### config.mk
export PLATFORM = sky130hd
export DESIGN_NAME = cont_rre_gen_flat
export DESIGN_NICKNAME = d
export VERILOG_FILES = /design/src/rtl/cont_rre_gen_if.sv /design/src/rtl/cont_rre_gen.sv /design/src/flat_wrapper.sv
export SDC_FILE = /design/constraint.sdc
export NUM_CORES = 1
export LEC_CHECK = 0
export ABC_AREA = 1
export ABC_CLOCK_PERIOD_IN_PS = 2200
export CAP_MARGIN = 20
export CELL_PAD_IN_SITES_DETAIL_PLACEMENT = 0
export CELL_PAD_IN_SITES_GLOBAL_PLACEMENT = 1
export CORE_MARGIN = 4
export CORE_UTILIZATION = 43
export CTS_BUF_LIST = sky130_fd_sc_hd__clkbuf_8
export DETAILED_ROUTE_END_ITERATION = 7
export GPL_TIMING_DRIVEN = 1
export PLACE_DENSITY_LB_ADDON = 0.1
export SYNTH_ARGS = -nofsm -noshare
export SYNTH_HDL_FRONTEND = slang
export SYNTH_SLANG_ARGS = --single-unit
### constraint.sdc
create_clock -name clk -period 2.2 [get_ports clk]
set_clock_uncertainty 0.2 [all_clocks]
set_input_delay 0.44 -clock clk [delete_from_list [all_inputs] [get_ports clk]]
set_output_delay 0.44 -clock clk [all_outputs]
set_load 0.05 [all_outputs]
### src/rtl/cont_rre_gen_if.sv
// Control and result bundle for the cont_rre_gen reciprocal frequency meter.
interface cont_rre_gen_if #(
    parameter int CNT_W = 32
);
    logic             en;
    logic             div_clk;
    logic             signal_x;
    logic [CNT_W-1:0] fcont_0;
    logic [CNT_W-1:0] fcont_x;
    logic             valid;
    logic             ovf;
    logic             timeout;
    logic             busy;

    modport master (
        output en, div_clk, signal_x,
        input  fcont_0, fcont_x, valid, ovf, timeout, busy
    );

    modport slave (
        input  en, div_clk, signal_x,
        output fcont_0, fcont_x, valid, ovf, timeout, busy
    );
endinterface

### src/rtl/cont_rre_gen.sv
// Equal-precision frequency meter: counts clk cycles and signal_x periods over a
// gate window whose start and stop are both aligned to rising edges of signal_x.
module cont_rre_gen #(
    parameter int CNT_W       = 32,
    parameter int SYNC_STAGES = 2,
    parameter int INT_GATE    = 0,
    parameter int GATE_LEN    = 1000000,
    parameter int TIMEOUT     = 1048576
) (
    input logic           clk,
    input logic           rst,
    cont_rre_gen_if.slave bus
);
    localparam int TMAX  = (TIMEOUT > GATE_LEN) ? TIMEOUT : GATE_LEN;
    localparam int TMR_W = $clog2(TMAX + 2);
    localparam logic [TMR_W-1:0] TO_LAST   = TMR_W'(TIMEOUT - 1);
    localparam logic [TMR_W-1:0] GATE_LAST = TMR_W'(GATE_LEN - 1);

    typedef enum logic [2:0] {IDLE, ARMED, COUNT, CLOSING, DONE} state_e;

    state_e                 state_q;
    logic [SYNC_STAGES-1:0] sync_q;
    logic                   prev_q;
    logic [CNT_W-1:0]       cont_0_q, cont_x_q;
    logic [CNT_W-1:0]       fcont_0_q, fcont_x_q;
    logic [TMR_W-1:0]       tmr_q;
    logic                   sat_q, valid_q, ovf_q, timeout_q, busy_q;

    logic                   sig_rise, gate, tmr_expired;
    logic [CNT_W-1:0]       cont_0_d, cont_x_d;
    logic                   sat_0_d, sat_x_d;
    logic [TMR_W-1:0]       tmr_d;

    assign sig_rise    = sync_q[SYNC_STAGES-1] & ~prev_q;
    assign tmr_expired = (tmr_q == TO_LAST);
    assign tmr_d       = tmr_q + TMR_W'(1);

    always_comb begin
        sat_0_d  = &cont_0_q;
        sat_x_d  = &cont_x_q;
        cont_0_d = sat_0_d ? cont_0_q : cont_0_q + CNT_W'(1);
        cont_x_d = sat_x_d ? cont_x_q : cont_x_q + CNT_W'(1);
    end

    // Internal gate drops on the cycle whose count (itself included) reaches GATE_LEN,
    // so an edge landing exactly there is the stop edge; tmr_q is used as cont_0 may saturate.
    always_comb begin
        if (INT_GATE == 0)
            gate = bus.div_clk;
        else if (state_q == COUNT)
            gate = (tmr_q < GATE_LAST);
        else
            gate = 1'b1;
    end

    always_ff @(posedge clk) begin
        if (!rst) begin
            state_q   <= IDLE;
            sync_q    <= '0;
            prev_q    <= 1'b0;
            cont_0_q  <= '0;
            cont_x_q  <= '0;
            fcont_0_q <= '0;
            fcont_x_q <= '0;
            tmr_q     <= '0;
            sat_q     <= 1'b0;
            valid_q   <= 1'b0;
            ovf_q     <= 1'b0;
            timeout_q <= 1'b0;
            busy_q    <= 1'b0;
        end else begin
            sync_q    <= {sync_q[SYNC_STAGES-2:0], bus.signal_x};
            prev_q    <= sync_q[SYNC_STAGES-1];
            valid_q   <= 1'b0;
            timeout_q <= 1'b0;
            if (!bus.en) begin
                state_q  <= IDLE;
                busy_q   <= 1'b0;
                cont_0_q <= '0;
                cont_x_q <= '0;
                tmr_q    <= '0;
            end else begin
                case (state_q)
                    IDLE: begin
                        cont_0_q <= '0;
                        cont_x_q <= '0;
                        tmr_q    <= '0;
                        if (gate) begin
                            state_q <= ARMED;
                            busy_q  <= 1'b1;
                            sat_q   <= 1'b0;
                        end
                    end
                    ARMED: begin
                        if (sig_rise) begin
                            cont_0_q <= '0;
                            cont_x_q <= '0;
                            tmr_q    <= '0;
                            state_q  <= COUNT;
                        end else if (tmr_expired) begin
                            timeout_q <= 1'b1;
                            tmr_q     <= '0;
                            state_q   <= IDLE;
                            busy_q    <= 1'b0;
                        end else begin
                            tmr_q <= tmr_d;
                        end
                    end
                    COUNT: begin
                        cont_0_q <= cont_0_d;
                        if (sig_rise)
                            cont_x_q <= cont_x_d;
                        sat_q <= sat_q | sat_0_d | (sig_rise & sat_x_d);
                        if (!gate) begin
                            tmr_q   <= '0;
                            state_q <= sig_rise ? DONE : CLOSING;
                        end else begin
                            tmr_q <= tmr_d;
                        end
                    end
                    CLOSING: begin
                        cont_0_q <= cont_0_d;
                        sat_q    <= sat_q | sat_0_d | (sig_rise & sat_x_d);
                        if (sig_rise) begin
                            cont_x_q <= cont_x_d;
                            tmr_q    <= '0;
                            state_q  <= DONE;
                        end else if (tmr_expired) begin
                            timeout_q <= 1'b1;
                            tmr_q     <= '0;
                            state_q   <= IDLE;
                            busy_q    <= 1'b0;
                        end else begin
                            tmr_q <= tmr_d;
                        end
                    end
                    DONE: begin
                        fcont_0_q <= cont_0_q;
                        fcont_x_q <= cont_x_q;
                        ovf_q     <= sat_q;
                        valid_q   <= 1'b1;
                        tmr_q     <= '0;
                        state_q   <= IDLE;
                        busy_q    <= 1'b0;
                    end
                    default: begin
                        state_q <= IDLE;
                        busy_q  <= 1'b0;
                    end
                endcase
            end
        end
    end

    assign bus.fcont_0 = fcont_0_q;
    assign bus.fcont_x = fcont_x_q;
    assign bus.valid   = valid_q;
    assign bus.ovf     = ovf_q;
    assign bus.timeout = timeout_q;
    assign bus.busy    = busy_q;
endmodule
### src/flat_wrapper.sv
// flat-port wrapper written by rule: the top's interface ports become plain ports
module cont_rre_gen_flat 
#(
    parameter int CNT_W       = 32,
    parameter int SYNC_STAGES = 2,
    parameter int INT_GATE    = 0,
    parameter int GATE_LEN    = 1000000,
    parameter int TIMEOUT     = 1048576
)
  (clk, rst, bus_en, bus_div_clk, bus_signal_x, bus_fcont_0, bus_fcont_x, bus_valid, bus_ovf, bus_timeout, bus_busy);
  cont_rre_gen_if #(.CNT_W(CNT_W)) bus_i ();
  input logic clk;
  input logic rst;
  input wire logic [$bits(bus_i.en)-1:0] bus_en;
  input wire logic [$bits(bus_i.div_clk)-1:0] bus_div_clk;
  input wire logic [$bits(bus_i.signal_x)-1:0] bus_signal_x;
  output wire logic [$bits(bus_i.fcont_0)-1:0] bus_fcont_0;
  output wire logic [$bits(bus_i.fcont_x)-1:0] bus_fcont_x;
  output wire logic [$bits(bus_i.valid)-1:0] bus_valid;
  output wire logic [$bits(bus_i.ovf)-1:0] bus_ovf;
  output wire logic [$bits(bus_i.timeout)-1:0] bus_timeout;
  output wire logic [$bits(bus_i.busy)-1:0] bus_busy;
  assign bus_i.en = bus_en;
  assign bus_i.div_clk = bus_div_clk;
  assign bus_i.signal_x = bus_signal_x;
  assign bus_fcont_0 = bus_i.fcont_0;
  assign bus_fcont_x = bus_i.fcont_x;
  assign bus_valid = bus_i.valid;
  assign bus_ovf = bus_i.ovf;
  assign bus_timeout = bus_i.timeout;
  assign bus_busy = bus_i.busy;
  cont_rre_gen #(.CNT_W(CNT_W), .SYNC_STAGES(SYNC_STAGES), .INT_GATE(INT_GATE), .GATE_LEN(GATE_LEN), .TIMEOUT(TIMEOUT)) u_core (.clk(clk), .rst(rst), .bus(bus_i));
endmodule
==> results of run 1 <==
## power by group through the flow
stage	clock network, uW	registers [uW]	logic [uW]
floorplan	0	2980	119
global placement	0	2970	190
detailed placement	0	2970	189
CTS	2360	2910	189
global route	2480	2910	208
finish	2280	2910	187
## registers in the layout, indices dropped and copies added (netlist names)
register	flops
u_core.sat_q	1
u_core.bus.timeout	1
u_core.prev_q	1
u_core.cont_0_q	32
u_core.bus.ovf	1
u_core.sync_q	2
u_core.cont_x_q	32
u_core.state_q	3
u_core.bus.fcont_0	32
u_core.tmr_q	21
u_core.bus.busy	1
u_core.bus.fcont_x	32
u_core.bus.valid	1
## layout make-up
class	count	area share
clock buffer	17	0.0251
clock inverter	15	0.0185
inverter	111	0.0447
multi-input combinational	862	0.428
sequential	160	0.344
tap	229	0.0307
timing repair buffer	112	0.109
## synthesized netlist by cell type, types with 6 or more instances
| master | instances | area, um2 |
|---|---|---|
| sky130_fd_sc_hd__nor2_1 | 235 | 882 |
| sky130_fd_sc_hd__nand2_1 | 269 | 1010 |
| sky130_fd_sc_hd__nor2_2 | 10 | 62.6 |
| sky130_fd_sc_hd__buf_6 | 6 | 67.6 |
| sky130_fd_sc_hd__dfxtp_1 | 160 | 3200 |
| sky130_fd_sc_hd__xor2_1 | 21 | 184 |
| sky130_fd_sc_hd__inv_1 | 101 | 379 |
| sky130_fd_sc_hd__nand4_1 | 11 | 68.8 |
| sky130_fd_sc_hd__inv_2 | 9 | 33.8 |
| sky130_fd_sc_hd__a21oi_1 | 92 | 460 |
| sky130_fd_sc_hd__clkbuf_1 | 22 | 82.6 |
| sky130_fd_sc_hd__nand2_2 | 9 | 56.3 |
| sky130_fd_sc_hd__buf_2 | 11 | 55.1 |
| sky130_fd_sc_hd__nand3_1 | 82 | 410 |
| sky130_fd_sc_hd__o21ai_0 | 77 | 385 |
| sky130_fd_sc_hd__nor3_1 | 12 | 60.1 |
## repair_timing
item | in CTS | in global routing
gates resized for setup | 66 | 4
endpoints found under the setup margin | 66 | 5
endpoints found under the hold margin | 0 | 0
## per-layer routing
metal	wire (um)	global-route usage
met4	249	0.0570
met5	0	0
met1	10300	0.285
met3	828	0.0445
met2	9860	0.351
## cells by family after synthesis
kind of cell / Yosys count / share of synthesized area
xor gates and xnor gates: 25 / 0.0279
and+or+nand+nor: 651 / 0.356
AOI/OAI and AO/OA: 183 / 0.120
adders and majority gates: 3 / 0.00479
DFF: 160 / 0.408
buffers and inverters: 155 / 0.0831
## critical path, delay by kind of cell (launching register included)
family / cells / cell delay (ns)
buf+inv: 1 / 0.09
flops: 1 / 0.42
fa+ha+maj: 1 / 0.19
simple gates: 10 / 1.02
## through the flow
step | power, uW | hold WS (ns) | util | cell area, um2
4_1_cts | 5460 | 0.162 | 0.519 | 9320
3_5_place_dp | 3160 | 0.211 | 0.501 | 8990
5_1_grt | 5590 | 0.178 | 0.519 | 9320
2_1_floorplan | 3100 | 0.190 | - | 7840
6_report | 5380 | 0.186 | 0.519 | 9320
3_3_place_gp | 3160 | 0.217 | 0.501 | 8990
## how the worst max path moves through the flow
stage               slack, ns                          endpoint                             from
finish                   0.17  u_core.cont_x_q[30]$_SDFFE_PN0P_  u_core.cont_x_q[0]$_SDFFE_PN0P_
global route            0.008  u_core.cont_x_q[30]$_SDFFE_PN0P_  u_core.cont_x_q[0]$_SDFFE_PN0P_
CTS                       0.1   u_core.cont_0_q[5]$_SDFFE_PN0P_  u_core.cont_0_q[1]$_SDFFE_PN0P_
detailed placement       0.07     u_core.bus.timeout$_SDFF_PP0_                           bus_en
global placement         0.09     u_core.bus.timeout$_SDFF_PP0_                           bus_en
floorplan                0.36  u_core.cont_x_q[11]$_SDFFE_PN0P_  u_core.cont_x_q[0]$_SDFFE_PN0P_
==> impl_metrics.json, run 1 <==
{
  "run_status": "complete, no violations",
  "routed_via_density": 4.92,
  "cts-htree-levels": 4,
  "avgSynthCellArea_um2": 6.66,
  "cts_tree": "done",
  "synth_enable_flop_cells": 0,
  "power.share.switching": 0.255,
  "cpMaxStageDelayCell": "sky130_fd_sc_hd__dfxtp_1",
  "maxCapViolations": 0,
  "cts_post_setup_buffers_inserted": 0,
  "critPathLaunchType": "register",
  "setup_total_negative_slack_ns": 0,
  "crit_path_cell_trace": "ha_1 > nand2_1 > nor2_4 > nand2_4 > nor2_8 > nand2_1 > inv_2 > nand2_1 > nor2_1 > nand3_1 > nand2_1 > nor2_1",
  "p_leak_uw": 0.00388,
  "dr_total_vias": 7412,
  "clock_net_sink_count": 160,
  "flip_flop_and_latch_area_um2": 3210,
  "p_int_uw": 4000,
  "detail-route-antenna-nets": 0,
  "number_of_nets_in_the_layout": 1272,
  "synthDistinctLibCells": 39,
  "drc_errors": 0,
  "vdd_ir_drop_max_uv": 380,
  "yosys_warnings": 0,
  "setup-violations-final": 0,
  "flow.area_growth_from_synthesis_pct": 18.9,
  "layout_min_cycle_time_ns": 2.03,
  "wire_per_inst_um": 14.1,
  "final_period_utilization": 0.922,
  "placedCellCount": 1474,
  "ys_ff_latch": 160,
  "die-height_um": 143,
  "core_um2": 18000,
  "timing.setup.critical_path_class": "reg2reg",
  "comb_power_share": 0.035,
  "drtIter0Drc": 524,
  "cp_data_arrival_time_ns": 2.21,
  "power_frac_clock": 0.425,
  "final.fill_count": 1923,
  "wirelength_um": 21200,
  "fmax_ghz": 0.493,
  "critical_path.reg2reg.startpoint": "u_core.cont_x_q[0]$_SDFFE_PN0P_",
  "grt_antenna_before_repair": 0,
  "num_io_pins": 73,
  "slew_headroom": 0.650,
  "gp_congestion": 0.856,
  "synth_seq_area_share": 0.408,
  "layout.cells.non_filler": 1506,
  "cell_type_with_the_highest_occurrence_count_on_the_critical_path": "sky130_fd_sc_hd__nand2_1",
  "die_area_um2": 20500,
  "synth.cell_area_um2": 7840,
  "firstDrtPassIters": 5,
  "worstSkewPairLatency_ns": 0.47,
  "hold_buffers": 0,
  "syn-instance-count": 1177,
  "mappedNetlistNets": 1185,
  "tightest_pin_transition_ns": 0.527,
  "clock_tree.root_cell": "sky130_fd_sc_hd__clkbuf_8",
  "seq_power_share": 0.541,
  "hold_path_cell_cnt": 4,
  "hold_viol_final": 0,
  "cp_slowest_stage_delay_ns": 0.42,
  "postSynth.asyncResetShare": 0,
  "start_util": 0.437,
  "layout.cells.most_common_list": "sky130_fd_sc_hd__nand2_1 (268), sky130_fd_sc_hd__nor2_1 (235), sky130_fd_sc_hd__dfxtp_1 (158)",
  "grt_setup_unrepaired": "false",
  "ys.flop_type": "sky130_fd_sc_hd__dfxtp_1",
  "clockBufferDepth": 2,
  "antenna-diode-count": 0,
  "fp.dieW_um": 143,
  "grt_start_max_net_pins": 57,
  "tritoncts_buffer_count": 17,
  "timing.final.ws_setup_ns": 0.171,
  "worst_setup_hold_path_clk_slew_ns": 0.10,
  "final_max_slew_viol_count": 0,
  "global_route.usage.total": 0.213,
  "timing.reg2reg.worst_path_depth": 12,
  "commonest_non_fill_non_tap_cell_in_the_layout": "sky130_fd_sc_hd__nand2_1",
  "power.density_cell_area_nw_per_um2": 577,
  "hold_path.class": "in2reg",
  "ff2ff_setup_slack_ns": 0.17,
  "placementRows": 49,
  "worstSetupEndpointType": "register",
  "buffer_ports.inserted": 72,
  "rr_endpoint": "u_core.cont_x_q[30]$_SDFFE_PN0P_",
  "worstPathRequired_ns": 2.38,
  "dpl_worst_slack_ns": 0.0709,
  "first_pass_grt_wire_length_um": 35000,
  "overflow": 0,
  "post-dp-hpwl_um": 15800,
  "multiInputGateArea_um2": 3990,
  "end_of_the_worst_hold_path": "u_core.bus.fcont_0[24]$_SDFFE_PN0P_",
  "total_switching_power_uw": 1370,
  "holdCritStartpoint": "rst",
  "grt_pass1_vias": 7017,
  "share_of_layout_cells_above_drive_strength_1": 0.0955,
  "critical_path_peak_fanout": 6
}
Power figures use the tool's default switching activity.
==> run 2, diff against run 1 <==
Settings changed: CTS_CLUSTER_DIAMETER from default to 60.
==> results of run 2 <==
The final DEF is identical to that of run 1; final timing and power are the same.
==> run 3, diff against run 2 <==
Settings changed: RECOVER_POWER from default to 50.
==> run 3 against run 2 <==
Wire length about the same; final area decreased by 0.72%; final cell count unchanged; highest routed layer unchanged; critical path depth unchanged; critical path type unchanged; core utilization decreased by 0.38 points; flip-flop and latch count unchanged; die area unchanged; non-clock buffer count unchanged; combinational power decreased by 4%; first-iteration DRC count decreased by 0.76%; worst setup slack got worse by 0.0025 ns; count of clock-buffer cells in the layout unchanged.
==> impl_metrics.json, run 3 (same netlist as run 1, synthesis figures left out) <==
{
  "wirelength_um": 21200,
  "flow.area_growth_from_synthesis_pct": 18.0,
  "tightest_pin_transition_ns": 0.759,
  "clock_tree.root_cell": "sky130_fd_sc_hd__clkbuf_8",
  "cpMaxStageDelayCell": "sky130_fd_sc_hd__dfxtp_1",
  "groute.layer.met1.usage": 0.285,
  "number_of_nets_in_the_layout": 1272,
  "timing.setup.critical_path_class": "reg2reg",
  "p_leak_uw": 0.00385,
  "buffer_ports.inserted": 72,
  "slew_headroom": 0.494,
  "grt_antenna_before_repair": 0,
  "start_util": 0.437,
  "antenna-diode-count": 0,
  "cts-htree-levels": 4,
  "cp_slowest_stage_delay_ns": 0.42,
  "final.fill_count": 1935,
  "cp-startpoint": "u_core.cont_x_q[0]$_SDFFE_PN0P_",
  "critPathLaunchType": "register",
  "vdd_ir_drop_max_uv": 382,
  "drtIter0Drc": 520,
  "crit_path_cell_trace": "ha_1 > nand2_1 > nor2_4 > nand2_4 > nor2_8 > nand2_1 > inv_2 > nand2_1 > nor2_1 > nand3_1 > nand2_1 > nor2_1",
  "gr-max-usage-layer": "met2",
  "hold_ws_ns": 0.234,
  "worst_setup_hold_path_clk_slew_ns": 0.10,
  "global_route.usage.total": 0.213,
  "commonest_non_fill_non_tap_cell_in_the_layout": "sky130_fd_sc_hd__nand2_1",
  "critical_path_peak_fanout": 6,
  "layout_min_cycle_time_ns": 2.03,
  "setup_total_negative_slack_ns": 0,
  "first_pass_grt_wire_length_um": 35000,
  "worstSetupEndpointType": "register",
  "clock_net_sink_count": 160,
  "cts_tree": "done",
  "cell_type_with_the_highest_occurrence_count_on_the_critical_path": "sky130_fd_sc_hd__nand2_1",
  "clockBufferDepth": 2,
  "drc_errors": 0,
  "timing.critical_path.buf_inv": 1,
  "maxCapViolations": 0,
  "use_met2": 0.351,
  "die_area_um2": 20500,
  "wire_per_inst_um": 14.1,
  "grt_start_max_net_pins": 57,
  "holdCritStartpoint": "u_core.sync_q[0]$_SDFF_PN0_",
  "final_period_utilization": 0.923,
  "fp.dieW_um": 143,
  "run_status": "complete, no violations",
  "use_met3": 0.0445,
  "grt_setup_unrepaired": "false",
  "timing.critical_path.max_delay_family": "simple AND/OR/NAND/NOR gates",
  "setup-violations-final": 0,
  "hold_path.class": "reg2reg",
  "tritoncts_buffer_count": 17,
  "num_io_pins": 73,
  "dr_total_vias": 7443,
  "hold_viol_final": 0,
  "layout.cells.most_common_list": "sky130_fd_sc_hd__nand2_1 (269), sky130_fd_sc_hd__nor2_1 (238), sky130_fd_sc_hd__dfxtp_1 (158)",
  "cp_data_arrival_time_ns": 2.21,
  "final_max_slew_viol_count": 0,
  "post-dp-hpwl_um": 15800,
  "power.density_cell_area_nw_per_um2": 581,
  "overflow": 0,
  "detail-route-antenna-nets": 0,
  "gp_congestion": 0.856,
  "grt_pass1_vias": 7017,
  "worstSkewPairLatency_ns": 0.47,
  "firstDrtPassIters": 5,
  "core_um2": 18000,
  "die-height_um": 143,
  "routed_via_density": 4.94,
  "placementRows": 49,
  "fmax_ghz": 0.492,
  "critical_path.reg2reg.startpoint": "u_core.cont_x_q[0]$_SDFFE_PN0P_",
  "worstPathRequired_ns": 2.38,
  "share_of_layout_cells_above_drive_strength_1": 0.0861,
  "hold_buffers": 0
}
[run 3: cell types whose count changed in the layout (fill, tap and decap cells not counted), moves of 3 or more]
cell,delta
sky130_fd_sc_hd__buf_4,-9
sky130_fd_sc_hd__nor2_2,-3
sky130_fd_sc_hd__nor2_1,+3
sky130_fd_sc_hd__clkbuf_1,+5
sky130_fd_sc_hd__clkbuf_2,+5
[run 3: timing repair]
action	4_1_cts	5_1_grt
setup buffers	0	0
pin swaps	0	0
gates resized for setup	66	4
endpoints found under the setup margin	66	5
[run 3: metrics by stage]
| stage | worst slack, ns | instance area (um2) | std cells | utilization | power (uW) |
|---|---|---|---|---|---|
| final | 0.169 | 9260 | 1506 | 0.515 | 5380 |
| after global routing | 0.00808 | 9260 | 1506 | 0.515 | 5580 |
| after CTS | 0.0982 | 9320 | 1506 | 0.519 | 5460 |
| after detailed placement | 0.0709 | 8990 | 1474 | 0.501 | 3160 |
| after global placement | 0.0926 | 8990 | 1474 | 0.501 | 3160 |
| after floorplan | 0.358 | 7840 | 1177 | - | 3100 |
[run 3: report_power, final]
| group | leakage [uW] | internal, uW | switching [uW] |
|---|---|---|---|
| combinational | 0.00236 | 52.7 | 127 |
| sequential | 0.00129 | 2900 | 6.12 |
| clock | 0.000208 | 1050 | 1250 |
| total | 0.00385 | 4000 | 1380 |
[run 3: final cells by class]
class	instances	area, um2	area share
tap	229	287	0.0310
multi-input combinational	862	3980	0.430
timing repair buffer	112	963	0.104
clock inverter	15	173	0.0187
sequential	160	3210	0.346
inverter	111	417	0.0450
clock buffer	17	234	0.0253
[run 3: path summary, 6_finish.rpt]
kind / slack, ns / cells past startpoint / end
min reg2reg: 0.23 / 2 / u_core.sync_q[1]$_SDFF_PN0_
max reg2reg: 0.17 / 12 / u_core.cont_x_q[30]$_SDFFE_PN0P_
min: 0.23 / 2 / u_core.sync_q[1]$_SDFF_PN0_
max: 0.17 / 12 / u_core.cont_x_q[30]$_SDFFE_PN0P_
[run 3: metal layers]
metal / wire [um] / vias to the layer above
li1: - / 3922
met1: 10300 / 3367
met2: 9890 / 138
met3: 856 / 16
met4: 211 / 0
met5: 0 / -
[run 3: worst reg2reg max path: stages (launching register included)]
cell and delay (ns):
sky130_fd_sc_hd__dfxtp_1 0.42, sky130_fd_sc_hd__ha_1 0.19, sky130_fd_sc_hd__nand2_1 0.10, sky130_fd_sc_hd__nor2_4 0.13, sky130_fd_sc_hd__nand2_4 0.09, sky130_fd_sc_hd__nor2_8 0.15
sky130_fd_sc_hd__nand2_1 0.14, sky130_fd_sc_hd__inv_2 0.09, sky130_fd_sc_hd__nand2_1 0.08, sky130_fd_sc_hd__nor2_1 0.16, sky130_fd_sc_hd__nand3_1 0.09, sky130_fd_sc_hd__nand2_1 0.06
sky130_fd_sc_hd__nor2_1 0.03
==> edit 1 (settings of run 2) <==
Re-encode `state_e` (5 states) as one-hot, 5 bits wide.
--- a/src/rtl/cont_rre_gen.sv
+++ b/src/rtl/cont_rre_gen.sv
@@ -16,7 +16,7 @@
     localparam logic [TMR_W-1:0] TO_LAST   = TMR_W'(TIMEOUT - 1);
     localparam logic [TMR_W-1:0] GATE_LAST = TMR_W'(GATE_LEN - 1);
 
-    typedef enum logic [2:0] {IDLE, ARMED, COUNT, CLOSING, DONE} state_e;
+    typedef enum logic [4:0] {IDLE = 5'b00001, ARMED = 5'b00010, COUNT = 5'b00100, CLOSING = 5'b01000, DONE = 5'b10000} state_e;
 
     state_e                 state_q;
     logic [SYNC_STAGES-1:0] sync_q;
Function: no difference found for any inputs over 4 cycles, from zero or initial values and one cycle with rst low; so few cycles prove little.
==> edit 1 against run 2 <==
Wire length increased by 15%; setup slack worse by 0.071 ns; power rose by 4.4%; synthesized area increased by 5.2%; sequential cell count increased by 2; design area is 6.3% higher; global-route usage is 1.3 points higher; die area increased by 5.0%; critical path type unchanged; largest power group unchanged; highest routed layer unchanged.
==> edit 1: results <==
metrics = {
    "synth": {
        "synthXorXnorAreaFrac_pct": 2.02,
        "synth.distinct_cells": 30,
        "synth_fa_ha_area_share_pct": 0.455,
        "synth_area_per_cell_sq_um": 6.33,
        "ys_seq_area_share_pct": 39.3,
        "synth_compound_area_share_pct": 14.0,
        "synth_area_leaders": "dfxtp_1 39%, nand2_1 18%, nor2_1 9.5%",
        "syn-num-nets": 1312,
    },
    "cells_and_area": {
        "num-nonclk-inverters": 124,
        "multi_input_cells": 972,
        "instances_no_fill": 1655,
        "nonClockBufferCount": 131,
        "fillers": 1954,
        "nClkBuffers": 20,
        "seq_share_pct": 32.7,
        "multi_input_area_share_pct": 44.0,
        "buffer_area_share_pct": 11.4,
        "nNetsFinal": 1416,
    },
    "drt": {
        "avgViaCountPerCell": 5.09,
        "wl_met1_mm": 12.3,
        "wl_met2_mm": 10.5,
        "wl_met3_mm": 1.10,
    },
    "critical_path": {
        "crit_start": "u_core.cont_0_q[0]$_SDFFE_PN0P_",
        "worst_path_largest_cell_delay_ns": 0.37,
        "cp.arrival_ns": 2.30,
    },
    "min_path": {
        "worstHoldStart": "u_core.sync_q[0]$_SDFF_PN0_",
        "hold_class": "flip-flop to flip-flop",
    },
    "floorplan": {
        "nWellTaps": 234,
    },
    "global_routing": {
        "grtUsageMet3_pct": 3.63,
        "grt_use_met1_pct": 33.2,
        "grt_pass1_wl_mm": 39.8,
        "met2_usage_pct": 34.4,
        "track_usage_pct": 22.7,
        "grt_pass1_vias": 7694,
    },
    "pwr": {
        "ir_drop_mv": 0.394,
        "cellLeakagePower_nw": 3.80,
    },
    "placed_design": {
        "globalplace.congestion": 0.924,
        "dpl.hpwl_mm": 18.0,
        "dp.cells": 1623,
    },
    "timing": {
        "slew_headroom_pct": 65.5,
        "hold_ws_ns": 0.235,
    },
    "run_status": {
        "status": "finished, final reports clean",
    },
    "clock_network": {
        "numClockSinks": 162,
    },
}
-- edit 1: timing repair --
action | 4_1_cts | 5_1_grt
pin swaps | 0 | 0
resized for setup | 65 | 5
setup endpoints to repair | 65 | 65
-- edit 1: worst paths after layout --
path,cells after the start,end
max reg2reg,9,u_core.cont_0_q[8]$_SDFFE_PN0P_
max,9,u_core.cont_0_q[8]$_SDFFE_PN0P_
min reg2reg,2,u_core.sync_q[1]$_SDFF_PN0_
min,2,u_core.sync_q[1]$_SDFF_PN0_
-- edit 1: power groups by stage --
stage / clock network, W / registers [W] / logic, W
CTS: 0.00240 / 0.00294 / 0.000326
global placement: 0 / 0.00301 / 0.000327
detailed placement: 0 / 0.00301 / 0.000326
finish: 0.00235 / 0.00294 / 0.000327
floorplan: 0 / 0.00301 / 0.000201
global route: 0.00250 / 0.00294 / 0.000357
==> edit 2 (config.mk and constraints of run 2) <==
Made on the original files. `GATE_LEN` is set to 1000000 in 2 places; all go to 4000000.
--- a/src/rtl/cont_rre_gen.sv
+++ b/src/rtl/cont_rre_gen.sv
@@ -4,7 +4,7 @@
     parameter int CNT_W       = 32,
     parameter int SYNC_STAGES = 2,
     parameter int INT_GATE    = 0,
-    parameter int GATE_LEN    = 1000000,
+    parameter int GATE_LEN    = 4000000,
     parameter int TIMEOUT     = 1048576
 ) (
     input logic           clk,
--- a/src/flat_wrapper.sv
+++ b/src/flat_wrapper.sv
@@ -4,7 +4,7 @@
     parameter int CNT_W       = 32,
     parameter int SYNC_STAGES = 2,
     parameter int INT_GATE    = 0,
-    parameter int GATE_LEN    = 1000000,
+    parameter int GATE_LEN    = 4000000,
     parameter int TIMEOUT     = 1048576
 )
   (clk, rst, bus_en, bus_div_clk, bus_signal_x, bus_fcont_0, bus_fcont_x, bus_valid, bus_ovf, bus_timeout, bus_busy);
Behaviour: no difference found for any inputs over 4 cycles, from zero or initial values and one cycle with rst low; that may be too few to reach the edited logic, so the function may still have changed.
==> edit 2 against run 2 <==
Setup slack got worse by 0.033 ns; wire length increased by 4.0%; sequential cell count increased by 1; design area increased by 4.1%; synthesized cell count increased by 4.8%; synthesized area increased by 3.9%; clock power increased by 4%; power increased by 2.1%; critical path depth decreased by 2; utilization increased by 0.14 points; largest power group unchanged; highest routed layer unchanged.
==> edit 2: results <==
metrics = {
    "cells_and_area": {
        "drive_gt1_share_pct": 9.24,
        "nNetsFinal": 1337,
        "diodes": 0,
    },
    "placed_design": {
        "dpl.hpwl_mm": 16.1,
        "dp.cells": 1544,
        "place_ws_ns": 0.0729,
        "globalplace.congestion": 0.872,
    },
    "global_routing": {
        "grtUsageMet3_pct": 3.67,
        "grt_use_met1_pct": 29.0,
        "grt_max_degree": 70,
        "met2_usage_pct": 34.8,
        "grt_pass1_vias": 7382,
        "track_usage_pct": 21.1,
        "antenna_found_initial": 0,
        "grt_pass1_wl_mm": 37.2,
    },
    "drt": {
        "wirelength_mm": 22.1,
        "wl_met2_mm": 10.3,
        "wl_met1_mm": 11.0,
        "drt-initial-drc-count": 505,
        "drtPass1Iterations": 5,
        "wl_met3_microns": 597,
        "num_vias": 7839,
        "avgViaCountPerCell": 4.97,
    },
    "synth": {
        "ys.flop_type": "dfxtp_1",
        "synth.distinct_cells": 38,
        "async_flop_share_pct": 0,
        "syn-num-nets": 1242,
        "synth_area_per_cell_sq_um": 6.60,
        "ys_top_cells_by_count": "296 x nand2_1, 232 x nor2_1, 161 x dfxtp_1, 118 x inv_1, 99 x a21oi_1",
        "synth_area_leaders": "dfxtp_1 40%, nand2_1 14%, nor2_1 11%",
        "ys_seq_area_share_pct": 39.6,
    },
    "min_path": {
        "hold_depth": 2,
        "min_to": "u_core.prev_q$_SDFF_PN0_",
        "worstHoldStart": "u_core.sync_q[1]$_SDFF_PN0_",
        "hold_class": "flip-flop to flip-flop",
    },
    "pwr": {
        "ir_drop_mv": 0.373,
        "switchingPower_w": 0.00129,
        "cellLeakagePower_nw": 3.91,
    },
    "critical_path": {
        "cp_max_fo": 5,
        "cp.arrival_ns": 2.22,
        "worst_path_largest_cell_delay_ns": 0.38,
        "ff2ff_setup_slack_ns": 0.14,
        "r2r_cells": 10,
        "reg2reg_to": "u_core.cont_x_q[30]$_SDFFE_PN0P_",
        "regToRegStartpoint": "u_core.cont_x_q[0]$_SDFFE_PN0P_",
        "worst_path_max_delay_cell": "dfxtp_1",
    },
    "clock_network": {
        "clk_latency_ns": 0.47,
        "ctsLongestPathBuffers": 2,
        "cts_buffers": 17,
        "htreeDepth": 4,
        "clk_pin_slew_ns": 0.08,
        "cts_setup_buffers": 0,
        "cts_resized": 67,
    },
    "run_status": {
        "status": "finished, final reports clean",
    },
    "timing": {
        "fin_crit_ns": 2.06,
        "slew_headroom_pct": 66.0,
    },
    "run": {
        "cap_violations": 0,
    },
}
==> edit 2: cell families after synthesis <==
group | Yosys count | synth area share (%)
fa+ha+maj | 3 | 0.461
xor+xnor | 24 | 2.58
buf+inv | 170 | 8.94
flops | 161 | 39.6
compound gates | 190 | 12.1
simple gates | 686 | 36.4
==> edit 2: worst max path at each step <==
stage                                    start                          endpoint  cells past startpoint
5_1_grt        u_core.cont_x_q[0]$_SDFFE_PN0P_  u_core.cont_x_q[28]$_SDFFE_PN0P_                     10
6_report       u_core.cont_x_q[0]$_SDFFE_PN0P_  u_core.cont_x_q[30]$_SDFFE_PN0P_                     10
2_1_floorplan  u_core.cont_0_q[0]$_SDFFE_PN0P_   u_core.cont_0_q[0]$_SDFFE_PN0P_                     10
4_1_cts        u_core.cont_x_q[1]$_SDFFE_PN0P_  u_core.cont_x_q[30]$_SDFFE_PN0P_                     10
3_5_place_dp                            bus_en  u_core.cont_0_q[17]$_SDFFE_PN0P_                      8
3_3_place_gp                            bus_en  u_core.cont_0_q[23]$_SDFFE_PN0P_                      8
==> edit 2: final cells by class <==
cell class	count	area, sq um
sequential	161	3230
tap	234	293
fill	2009	8940
multi-input combinational	903	4200
timing repair buffer	120	1080
inverter	126	474
clock inverter	12	156
clock buffer	20	275
==> edit 2: per-stage QoR <==
stage	area (sq um)	hold WS [ns]
global placement	9350	0.198
CTS	9700	0.230
floorplan	8150	0.190
global route	9700	0.251
detailed placement	9350	0.208
finish	9700	0.226
==> edit 2: power by group through the flow <==
stage / Combinational, W / Sequential [W] / Clock [W]
final: 0.000191 / 0.00292 / 0.00237
after floorplan: 0.000118 / 0.00300 / 0
after global placement: 0.000194 / 0.00299 / 0
after global routing: 0.000212 / 0.00292 / 0.00255
after CTS: 0.000194 / 0.00292 / 0.00244
after detailed placement: 0.000195 / 0.00299 / 0
